==> src/rtl/div_ctrl_pkg.sv <==
// Shared constants for the iterative divider: FSM state encodings and iteration count.
package div_ctrl_pkg;

  typedef logic [1:0] div_state_t;

  localparam div_state_t ST_IDLE    = 2'd0;
  localparam div_state_t ST_DIVZERO = 2'd1;
  localparam div_state_t ST_ON      = 2'd2;
  localparam div_state_t ST_END     = 2'd3;

  localparam int DIV_ITERS = 32;
  localparam int CNT_W     = 6;
  localparam logic [CNT_W-1:0] CNT_LAST = CNT_W'(DIV_ITERS - 1);

endpackage

==> src/rtl/div_step.sv <==
// One restoring shift-subtract iteration: shifts the next dividend bit into the
// partial remainder and appends the resulting quotient bit.
module div_step #(
  parameter int WIDTH = 32
) (
  input  logic [WIDTH-1:0] i_rem,
  input  logic [WIDTH-1:0] i_quo,
  input  logic [WIDTH-1:0] i_dsr,
  output logic [WIDTH-1:0] o_rem,
  output logic [WIDTH-1:0] o_quo
);

  logic [WIDTH:0] w_shift;
  logic [WIDTH:0] w_diff;
  logic           w_qbit;

  // Partial remainder stays below the divisor, so WIDTH+1 bits hold the shifted
  // value and the top bit of the difference is a clean borrow flag.
  assign w_shift = {i_rem, i_quo[WIDTH-1]};
  assign w_diff  = w_shift - {1'b0, i_dsr};
  assign w_qbit  = ~w_diff[WIDTH];

  assign o_rem = w_qbit ? w_diff[WIDTH-1:0] : w_shift[WIDTH-1:0];
  assign o_quo = {i_quo[WIDTH-2:0], w_qbit};

endmodule

==> src/rtl/div_ctrl.sv <==
// Multi-cycle DIV/DIVU unit: 32-step restoring divider with sign fixup,
// divide-by-zero shortcut, pipeline stall request and annul support.
module div_ctrl
  import div_ctrl_pkg::*;
#(
  parameter int WIDTH = 32
) (
  input  logic             clk,
  input  logic             rst,
  input  logic             start,
  input  logic             op_signed,
  input  logic [WIDTH-1:0] dividend,
  input  logic [WIDTH-1:0] divisor,
  input  logic             annul,
  output logic             stallreq,
  output logic             result_valid,
  output logic [WIDTH-1:0] quotient,
  output logic [WIDTH-1:0] remainder
);

  div_state_t       r_state;
  div_state_t       w_state_nxt;
  logic [CNT_W-1:0] r_cnt;
  logic [WIDTH-1:0] r_rem;
  logic [WIDTH-1:0] r_quo;
  logic [WIDTH-1:0] r_dsr;
  logic [WIDTH-1:0] r_dvd_raw;
  logic             r_q_neg;
  logic             r_r_neg;
  logic [WIDTH-1:0] r_quotient;
  logic [WIDTH-1:0] r_remainder;

  logic             w_dvd_neg;
  logic             w_dsr_neg;
  logic [WIDTH-1:0] w_dvd_mag;
  logic [WIDTH-1:0] w_dsr_mag;
  logic [WIDTH-1:0] w_step_rem;
  logic [WIDTH-1:0] w_step_quo;
  logic [WIDTH-1:0] w_quo_fix;
  logic [WIDTH-1:0] w_rem_fix;
  logic             w_accept;
  logic             w_last_step;

  // Magnitudes are taken only for DIV; 0x80000000 wraps to itself, which the
  // unsigned datapath handles correctly.
  assign w_dvd_neg = op_signed & dividend[WIDTH-1];
  assign w_dsr_neg = op_signed & divisor[WIDTH-1];
  assign w_dvd_mag = w_dvd_neg ? ({WIDTH{1'b0}} - dividend) : dividend;
  assign w_dsr_mag = w_dsr_neg ? ({WIDTH{1'b0}} - divisor)  : divisor;

  assign w_accept    = (r_state == ST_IDLE) & start & ~annul;
  assign w_last_step = (r_state == ST_ON) & (r_cnt == CNT_LAST);

  div_step #(.WIDTH(WIDTH)) u_step (
    .i_rem (r_rem),
    .i_quo (r_quo),
    .i_dsr (r_dsr),
    .o_rem (w_step_rem),
    .o_quo (w_step_quo)
  );

  assign w_quo_fix = r_q_neg ? ({WIDTH{1'b0}} - w_step_quo) : w_step_quo;
  assign w_rem_fix = r_r_neg ? ({WIDTH{1'b0}} - w_step_rem) : w_step_rem;

  // NOTE: default assignment first so every path drives w_state_nxt and no latch is inferred.
  always_comb begin
    w_state_nxt = r_state;
    if (annul) begin
      w_state_nxt = ST_IDLE;
    end else begin
      case (r_state)
        ST_IDLE: begin
          if (start) w_state_nxt = (divisor == '0) ? ST_DIVZERO : ST_ON;
        end
        ST_ON:      if (r_cnt == CNT_LAST) w_state_nxt = ST_END;
        ST_DIVZERO: w_state_nxt = ST_END;
        ST_END:     w_state_nxt = ST_IDLE;
        default:    w_state_nxt = ST_IDLE;
      endcase
    end
  end

  // NOTE: all state, including datapath and result registers, is cleared by the
  // asynchronous reset; non-blocking assignments keep every register sampling pre-edge values.
  always_ff @(posedge clk or negedge rst) begin
    if (!rst) begin
      r_state     <= ST_IDLE;
      r_cnt       <= '0;
      r_rem       <= '0;
      r_quo       <= '0;
      r_dsr       <= '0;
      r_dvd_raw   <= '0;
      r_q_neg     <= 1'b0;
      r_r_neg     <= 1'b0;
      r_quotient  <= '0;
      r_remainder <= '0;
    end else begin
      r_state <= w_state_nxt;

      if (annul || r_state != ST_ON || r_cnt == CNT_LAST) r_cnt <= '0;
      else                                                r_cnt <= r_cnt + CNT_W'(1);

      if (w_accept) begin
        r_rem     <= '0;
        r_quo     <= w_dvd_mag;
        r_dsr     <= w_dsr_mag;
        r_dvd_raw <= dividend;
        r_q_neg   <= w_dvd_neg ^ w_dsr_neg;
        r_r_neg   <= w_dvd_neg;
      end else if (r_state == ST_ON && !annul) begin
        r_rem <= w_step_rem;
        r_quo <= w_step_quo;
      end

      // Results load on the edge into END so they are stable during the strobe
      // and then hold until the next completed operation.
      if (!annul) begin
        if (w_last_step) begin
          r_quotient  <= w_quo_fix;
          r_remainder <= w_rem_fix;
        end else if (r_state == ST_DIVZERO) begin
          r_quotient  <= '1;
          r_remainder <= r_dvd_raw;
        end
      end
    end
  end

  assign stallreq = ((start & (r_state != ST_END) & ~annul) |
                     (r_state == ST_ON) | (r_state == ST_DIVZERO)) & ~annul;
  assign result_valid = (r_state == ST_END) & ~annul;
  assign quotient     = r_quotient;
  assign remainder    = r_remainder;

endmodule

==> config.mk <==
export PLATFORM = sky130hd
export DESIGN_NAME = div_ctrl
export DESIGN_NICKNAME = d
export VERILOG_FILES = /design/src/rtl/div_ctrl_pkg.sv /design/src/rtl/div_step.sv /design/src/rtl/div_ctrl.sv
export SDC_FILE = /design/constraint.sdc
export NUM_CORES = 1
export LEC_CHECK = 0
export CAP_MARGIN = 20
export CORE_UTILIZATION = 50
export CTS_BUF_LIST = sky130_fd_sc_hd__clkbuf_4
export DETAILED_ROUTE_END_ITERATION = 16
export HOLD_SLACK_MARGIN = 0.15
export PLACE_DENSITY_LB_ADDON = 0.25
export SLEW_MARGIN = 20
export SYNTH_ARGS = -nofsm -noshare
export SYNTH_HDL_FRONTEND = slang
export SYNTH_HIERARCHICAL = 1
export SYNTH_SLANG_ARGS = --single-unit
==> constraint.sdc <==
create_clock -name clk -period 4.98 [get_ports clk]
set_input_delay 1.494 -clock clk [delete_from_list [all_inputs] [get_ports clk]]
set_output_delay 1.494 -clock clk [all_outputs]
set_load 0.005 [all_outputs]
; ---- After elaboration in Yosys (flattened, before gate mapping)
; Index checks and enable logic that the tools add are counted.
[word_totals]
regBits = 202
input_bits = 69
out_inout_bits = 66
elab_cells = 67
[classes]
add_sub_neg = 6
eq_ne = 8
mux = 19
bitwise = 14
reduce_logical = 10
[op_table]
columns = op, n
row1 = 32-bit 2-to-1 mux, 13
row2 = "1-bit by 32-bit subtractor with 32-bit output, first input constant", 4
row3 = 33-bit by 32-bit subtractor with 33-bit output, 1
row4 = 32-bit logical NOT, 1
row5 = 1-bit AND, 9
row6 = 2-bit 2-to-1 mux, 4
row7 = 2-bit case mux with 4 select lines, 1
row8 = "6-bit by 1-bit adder with 6-bit output, second input constant", 1
row9 = "6-bit by 5-bit equality test with 1-bit output, second input constant", 1
row10 = 6-bit 2-to-1 mux, 1
row11 = "2-bit equality test, second input constant", 2
row12 = "2-bit inequality test, second input constant", 2
row13 = 2-bit AND reduction, 2
row14 = 2-bit nonzero test, 2
row15 = "3-bit by 2-bit inequality test with 1-bit output, second input constant", 1
row16 = "3-bit inequality test, second input constant", 1
row17 = "2-bit by 1-bit equality test with 1-bit output, second input constant", 1
row18 = 2-bit logical NOT, 1
row19 = 1-bit logical OR, 2
row20 = 1-bit inverter, 2
row21 = 1-bit bitwise OR, 2
row22 = 1-bit logical AND, 1
row23 = 1-bit logical NOT, 1
row24 = 1-bit bitwise XOR, 1

; ---- Depth between registers and ports, before layout
; Gate-level depths: netlist (run 1).
[logic_depth]
ltp_word = 6
depth_mapped = 22
mapped_depth_nobuf = 19

; ---- Cells and area by module
; The synthesis (run 1) kept the hierarchy.
[by_module_without_submodules]
columns = module, n_inst, cells_each, area_each_um2, seq_area_each_um2
row1 = div_ctrl, 1, 1307, 11125.7, 5054.8
row2 = div_step, 1, 337, 2598.7, 0.0

; ---- Least setup slack after synthesis (run 1)
; No wires, ideal clock.
[synth_timing]
path_kind = register -> register
startpoint = reg r_quo[31]
endpoint = reg r_remainder[17], in the netlist remainder[17]
setup_ns = 0.080
arrival_ns = 4.922
required_time_ns = 4.900
slack_ns = -0.022
path_stages_with_launch = 22
n_path_buf = 3
period_less_slack_ns = 5.002
cell_sequence = dfrtp_1 inv_1 ha_1 fa_1 and2b_1 o2111ai_2 a21oi_2 o2111ai_1 a211oi_2 nor2_4 mux2i_4 and2_4 buf_12 inv_8 buf_12 mux2_4 or4_4 or4_4 buf_6 or2_0 mux2_2 o211ai_2
[synth_between]
elab_chain_cells = 5
[synth_lines]
columns = element, line_no
row1 = start: declaration, div_ctrl.sv:25  ; logic [WIDTH-1:0] r_quo;
row2 = start signal: assignment, div_ctrl.sv:105  ; r_quo <= w_dvd_mag;
row3 = start signal: assignment, div_ctrl.sv:112  ; r_quo <= w_step_quo;
row4 = 33-bit by 32-bit subtractor with 33-bit output, div_step.sv:20  ; assign w_diff = w_shift - {1'b0, i_dsr};
row5 = 32-bit 2-to-1 mux, div_step.sv:23  ; assign o_rem = w_qbit ? w_diff[WIDTH-1:0] : w_shift[WIDTH-1:0];
row6 = named net w_step_rem[10], div_ctrl.sv:37  ; logic [WIDTH-1:0] w_step_rem;
row7 = 1-bit by 32-bit subtractor with 32-bit output, div_ctrl.sv:63  ; assign w_rem_fix = r_r_neg ? ({WIDTH{1'b0}} - w_step_rem) : w_step_rem;
row8 = 32-bit 2-to-1 mux, div_ctrl.sv:63
row9 = 32-bit 2-to-1 mux, div_ctrl.sv:118  ; if (w_last_step) begin
row10 = end signal: assignment, div_ctrl.sv:120  ; r_remainder <= w_rem_fix;
row11 = end signal: assignment, div_ctrl.sv:123  ; r_remainder <= r_dvd_raw;
row12 = end: declaration, div_ctrl.sv:31  ; logic [WIDTH-1:0] r_remainder;
; The timed path passes the listed nets, and every way through them passes these cells.
; A chain may end at the register's enable or synchronous reset.

; ---- Worst setup path after layout (run 1)
; Same ends and word-level chain as after synthesis.

==> results of run 1 <==
## cell type report
type	count	area (sq um)	share of cell area
multi-input combinational	1269	7916	0.4933
sequential	202	5055	0.3150
timing repair buffer	182	1730	0.1078
clock buffer	78	585.6	0.03649
tap	341	426.7	0.02658
inverter	55	214.0	0.01333
clock inverter	21	118.9	0.007406
antenna	1	2.502	0.0001559
## routing by layer
layer	vias up	GRT usage
met4	0	0.1165
met3	98	0.05318
met1	6221	0.4253
met5	-	0
li1	6082	-
met2	546	0.4301
## synth_stat cells, drive strengths merged, types with 21 or more instances
cell,number,area share
nand2,302,0.083
dfrtp,202,0.37
a21oi,128,0.047
nor2,103,0.029
o21ai,102,0.037
xor2,78,0.050
clkbuf,68,0.019
inv,55,0.016
buf,49,0.028
xnor2,45,0.029
ha,42,0.038
nand3,38,0.014
nor3,37,0.013
and3,34,0.016
o31ai,34,0.019
nor4,28,0.014
a31oi,26,0.012
mux2,24,0.025
or3,24,0.011
o41ai,21,0.015
## state kept, by name, summed over array words and instances (netlist names)
signal     flops
quotient      32
r_cnt          6
r_dsr         32
r_dvd_raw     32
r_q_neg        1
r_quo         32
r_r_neg        1
r_rem         32
r_state        2
remainder     32
## where the power goes
part	internal, uW	switching (uW)	leakage [uW]
Sequential	2370	701	0.00245
Combinational	3170	4100	0.00403
Clock	777	759	0.000414
## timing repair
action | 4_1_cts | 5_1_grt
resized for setup | 0 | 12
setup buffers | 0 | 1
endpoints found under the setup margin | 0 | 11
## stage by stage
stage            util  instances  area (sq um)  setup slack, ns  hold slack (ns)
2_1_floorplan       -       1644         13720          0.01339           0.4319
3_3_place_gp   0.5667       2047         15270           0.1305           0.4451
3_5_place_dp   0.5667       2047         15270          0.08014           0.4529
4_1_cts        0.5928       2146         15980          0.04857           0.4632
5_1_grt        0.5955       2149         16050          0.02482           0.4870
6_report       0.5955       2149         16050           0.1549           0.4592
## worst max path at each step
stage | end | startpoint | slack (ns)
6_report | remainder[17] | r_quo[31] | 0.15
5_1_grt | remainder[28] | r_quo[31] | 0.02
4_1_cts | remainder[26] | r_quo[31] | 0.05
3_5_place_dp | remainder[26] | r_quo[31] | 0.08
3_3_place_gp | remainder[26] | r_quo[31] | 0.13
2_1_floorplan | remainder[17] | r_quo[31] | 0.01
## logic make-up (layout without fill, tap and decap cells)
kind of cell	after synthesis	in the layout
adder cells (fa/ha/maj)	43	43
multiplexers	42	42
XOR/XNOR	123	123
AND/OR/NAND/NOR	661	662
buffers and inverters	174	336
flip-flops	202	202
other	0	1
AO/OA/AOI/OAI	399	399
==> flow_summary_export.csv, run 1 <==
group,metric,value,unit
cts,clock_sinks,202,
floorplanning,die_height,167.7,microns
yosys,ys_seq_area_frac,0.3683,
final_layout,fillerInstances,2418,
cts,clock_path_buffers,3,
placement,dp_hpwl,30.24,mm
pwr,p_leak,0.006889,uW
sta,max_freq,0.2073,GHz
floorplanning,coreArea,0.02695,sq mm
critical_path,r2r_start,"r_quo[31]",
final_layout,final_cell_mix,"nand2_1 (302), dfrtp_1 (202), clkdlybuf4s50_1 (133)",
yosys,yosys.area_share.simple,0.2276,
yosys,synthAdderAreaFrac,0.03975,
sta,rsz0062_at_grt,"no",
sta,tightestPinTransition,1.067,ns
critical_path,crit_type,"flop to flop",
sta,min_period,4.825,ns
final_layout,drive_above_1_share,0.1129,
cts,clock-root-buffer,"clkbuf_4",
pwr,power.total,11880,uW
critical_path,worstPathCellList,"inv_1 -> ha_1 -> fa_2 -> and2b_1 -> o2111ai_2 -> a21oi_2 -> o2111ai_2 -> a211oi_2 -> nor2_4 -> mux2i_4 -> and2_4 -> inv_8 -> mux2_4 -> or4_4 -> or4_4 -> or2_1 -> mux2_2 -> o211ai_2",
yosys,synth-compound-area-share,0.1829,
yosys,synth-edff-count,0,
critical_path,endpoint_kind,"flop",
worst_hold_path,min_path_type,"flop to flop",
floorplanning,initial_core_util,0.5092,
floorplanning,row_count,60,
floorplanning,die_w,167.7,microns
critical_path,cp_max_fo,10,
critical_path,worst_path_dominant_cell_family,"simple AND/OR/NAND/NOR gates",
critical_path,cpPeakStageDelay,0.62,ns
drt,wl_met2,17.48,mm
drt,drtPass1Iterations,5,
critical_path,rr_endpoint,"remainder[17]",
cts,h-tree-depth,2,
yosys,syn_nets,1756,
job,cap_violations,0,
yosys,synth-xor-area-share,0.07849,
yosys,synthArstFlopShare,1.000,
yosys,ys_types,88,
cts,worstSkewPairLatency,0.74,ns
run_status,status,"finished clean",
critical_path,start_kind,"flop",
yosys,syn-instance-count,1644,
cts,cts_buffers,57,
drt,highest_layer,"met4",
sta,max_slew_margin,0.2890,
sta,hold_viol,0,
drt,drc,0,
drt,drt_iter0_drc,1117,
critical_path,cp.depth,18,
final_layout,final_common_cell,"nand2_1",
yosys,synthFlopType,"dfrtp_1",
global_routing,grt_pass1_vias,12170,
yosys,ys_warn_count,6,
critical_path,arrival,5.48,ns
sta,finalSetupTns,0,ns
placement,port_buffers,134,
worst_hold_path,min_from,"r_cnt[0]",
final_layout,area_delta_synth_final,16.94,%
floorplanning,die-area,0.02811,sq mm
critical_path,cp_slowest_cell,"or4_4",
final_layout,final_nets,1879,
cts,clk_pin_slew,0.06,ns
critical_path,ff2ff_setup_slack,0.15,ns
pwr,peakVddDrop,0.4162,mV
floorplanning,num_io_pins,135,
yosys,yosys_register_bits,202,
drt,vias,12950,
cts,cts_tree,"yes",
drt,wl_per_cell,19.18,microns
global_routing,grt_max_degree,113,
critical_path,worst_r2r_path_depth,18,
worst_hold_path,hold_depth,1,
drt,ant_nets,0,
global_routing,globalRoute.totalOverflow,0,
drt,totalWireLength,41.22,mm
sta,report.final.setup_viol,0,
drt,wirelength_met1,19.17,mm
yosys,syn_area,0.01372,sq mm
critical_path,path_buf_inv,2,
global_routing,grt_pass1_wl,65.25,mm
sta,fin_skew,0.04985,ns
yosys,synthMuxAreaShare,0.03893,
global_routing,grtUsageTotal,0.2929,
worst_hold_path,min_to,"r_cnt[0]",
cts,postCtsHoldBufs,0,
yosys,avgSynthCellArea,8.348,sq um
critical_path,worstPathRequired,5.64,ns
drt,wl_met3,3.225,mm
pwr,power_density,740.0,mW/mm^2
global_routing,antenna_found_initial,1,
sta,min_period_over_period,0.9689,
drt,vias_per_cell,6.025,
yosys,synth_top_family_by_area,"simple AND/OR/NAND/NOR gates",
sta,slew_violations,0,
placement,gp_congestion,0.9098,
(Power assumes the default switching activity.)
==> run 2, diff against run 1 <==
- PLACE_DENSITY: unset -> 0.74
- PLACE_DENSITY_LB_ADDON: 0.25 -> unset
- TNS_END_PERCENT: unset -> 10
==> run 2 against run 1 <==
Final cell count fell by 0.33%. Critical endpoint unchanged. Highest routed layer unchanged. Critical path type unchanged. Largest power group unchanged. Core utilization barely moved. Worst setup slack got worse by 0.058 ns. Clock-buffer cell count rose by 11. Cell area barely moved. Routed wire length fell by 1.5%. Maximum frequency fell by 1.2%. Clock skew rose by 0.016 ns. Die area did not move.
==> flow_summary_export.csv, run 2 (synthesized netlist as in run 1, its figures left out) <==
group,metric,value,unit
final_layout,final_cell_mix,"nand2_1 (302), dfrtp_1 (201), clkdlybuf4s50_1 (133)",
global_routing,antenna_found_initial,1,
critical_path,worstPathRequired,5.57,ns
job,cap_violations,0,
sta,setup_ws,0.09724,ns
final_layout,final_common_cell,"nand2_1",
cts,h-tree-depth,2,
drt,drc,0,
floorplanning,num_io_pins,135,
drt,totalWireLength,40.59,mm
global_routing,grt_pass1_wl,64.63,mm
final_layout,final_nets,1873,
placement,port_buffers,134,
critical_path,crit_type,"flop to flop",
sta,rsz0062_at_grt,"yes",
final_layout,drive_above_1_share,0.1172,
cts,clock_sinks,202,
global_routing,grt_max_degree,91,
sta,max_freq,0.2048,GHz
cts,postCtsHoldBufs,0,
sta,fin_skew,0.06572,ns
floorplanning,die-area,0.02811,sq mm
pwr,p_leak,0.006886,uW
floorplanning,coreArea,0.02695,sq mm
drt,vias_per_cell,5.979,
critical_path,cp_max_fo,10,
global_routing,globalRoute.totalOverflow,0,
placement,pre_cts_slack,0.03201,ns
sta,report.final.setup_viol,0,
worst_hold_path,min_path_type,"flop to flop",
final_layout,fillerInstances,2419,
sta,tightestPinTransition,1.090,ns
drt,vias,12810,
critical_path,worstPathCellList,"inv_1 -> ha_1 -> fa_2 -> and2b_1 -> o2111ai_2 -> a21oi_2 -> o2111ai_2 -> a211oi_2 -> nor2_4 -> mux2i_4 -> and2_4 -> clkinv_8 -> mux2_4 -> or4_4 -> or4_4 -> or2_1 -> mux2_2 -> o211ai_2",
cts,cts_tree,"yes",
floorplanning,initial_core_util,0.5092,
pwr,p_switching,5453,uW
pwr,combPwrFrac,0.605,
run_status,status,"finished clean",
drt,drtPass1Iterations,7,
floorplanning,die_height,167.7,microns
sta,max_slew_margin,0.2732,
cts,cts_buffers,54,
sta,hold_viol,0,
pwr,power.total,11730,uW
critical_path,cpPeakStageDelay,0.61,ns
placement,dp_hpwl,29.81,mm
floorplanning,row_count,60,
drt,wl_per_cell,18.95,microns
critical_path,start_kind,"flop",
sta,whs,0.4704,ns
placement,gp_congestion,0.9695,
critical_path,cp_slowest_cell,"or4_4",
pwr,switching_share,0.4651,
pwr,power_density,731.1,mW/mm^2
cts,clock-root-buffer,"clkbuf_4",
final_layout,area_delta_synth_final,16.86,%
cts,clk_pin_slew,0.06,ns
cts,clock_path_buffers,3,
drt,drt_iter0_drc,1052,
global_routing,grtUsageTotal,0.2890,
pwr,seq_power_share,0.265,
pwr,peakVddDrop,0.3502,mV
sta,slew_violations,0,
floorplanning,die_w,167.7,microns
drt,ant_nets,0,
global_routing,grt_pass1_vias,12100,
sta,min_period,4.883,ns
cts,worstSkewPairLatency,0.72,ns
pwr,p_clk_frac,0.130,
sta,min_period_over_period,0.9805,
critical_path,arrival,5.47,ns
critical_path,endpoint_kind,"flop",
pwr,power.internal,6273,uW
-- run 2: changes by cell type in the layout (fill, tap and decap cells not counted), moves of 2 or more --
cell	change
clkbuf_4	+11
clkinv_1	-14
buf_4	-4
inv_8	-2
-- run 2: layer usage --
| layer | wire length [microns] | up-vias | GRT usage |
|---|---|---|---|
| met1 | 18710 | 6141 | 0.4203 |
| met4 | 1004 | 0 | 0.09932 |
| met3 | 3160 | 81 | 0.05791 |
| li1 | - | 6043 | - |
| met5 | 0 | - | 0 |
| met2 | 17710 | 541 | 0.4266 |
-- run 2: area by class of cell --
cell class              count  area (sq um)  area share
multi-input cells        1269          7913      0.4934
flip-flops and latches    202          5056      0.3153
repair buffers            179          1720      0.1073
clock buffers              89         668.1     0.04166
well taps                 341         426.7     0.02660
inverters                  55         219.0     0.01365
clock inverters             6         32.53    0.002028
diodes                      1         2.502   0.0001560
-- run 2: what timing repair did --
action                     4_1_cts  5_1_grt
buffers inserted                 0        2
gates resized for setup          0       12
setup endpoints to repair        0       12
-- run 2: critical path: cells and delay by family (launching register included) --
family                   cells  cell delay [ns]
flip-flops                   1             0.35
AO/OA/AOI/OAI                5             0.97
AND/OR/NAND/NOR              6             1.98
adder cells (fa/ha/maj)      2             0.58
multiplexers                 3             0.79
buffers and inverters        2             0.12
-- run 2: power groups by stage --
| stage | clock network, uW | registers, uW | logic (uW) |
|---|---|---|---|
| after floorplan | 0 | 2750 | 5170 |
| after global placement | 0 | 3080 | 6680 |
| after detailed placement | 0 | 3110 | 6790 |
| after CTS | 1560 | 3090 | 6820 |
| after global routing | 1640 | 3190 | 7720 |
| final | 1520 | 3110 | 7100 |
-- run 2: stage by stage --
step,setup TNS (ns),util,instance area (sq um),std cells
after global placement,0,0.5660,15250,2043
after CTS,0,0.5920,15960,2138
after detailed placement,0,0.5660,15250,2043
final,0,0.5951,16040,2142
after floorplan,0,-,13720,1644
after global routing,-0.05531,0.5951,16040,2142
-- run 2: final timing paths --
| path | start | to | slack [ns] | depth (start not counted) |
|---|---|---|---|---|
| min in group asynchronous | rst | r_rem[17] | 0.87 | 1 |
| max in group asynchronous | rst | r_rem[2] | 3.11 | 2 |
| min | r_cnt[0] | r_cnt[0] | 0.47 | 1 |
| max reg2reg | r_quo[31] | remainder[17] | 0.1 | 18 |
| max | r_quo[31] | remainder[17] | 0.1 | 18 |
| min reg2reg | r_cnt[0] | r_cnt[0] | 0.47 | 1 |
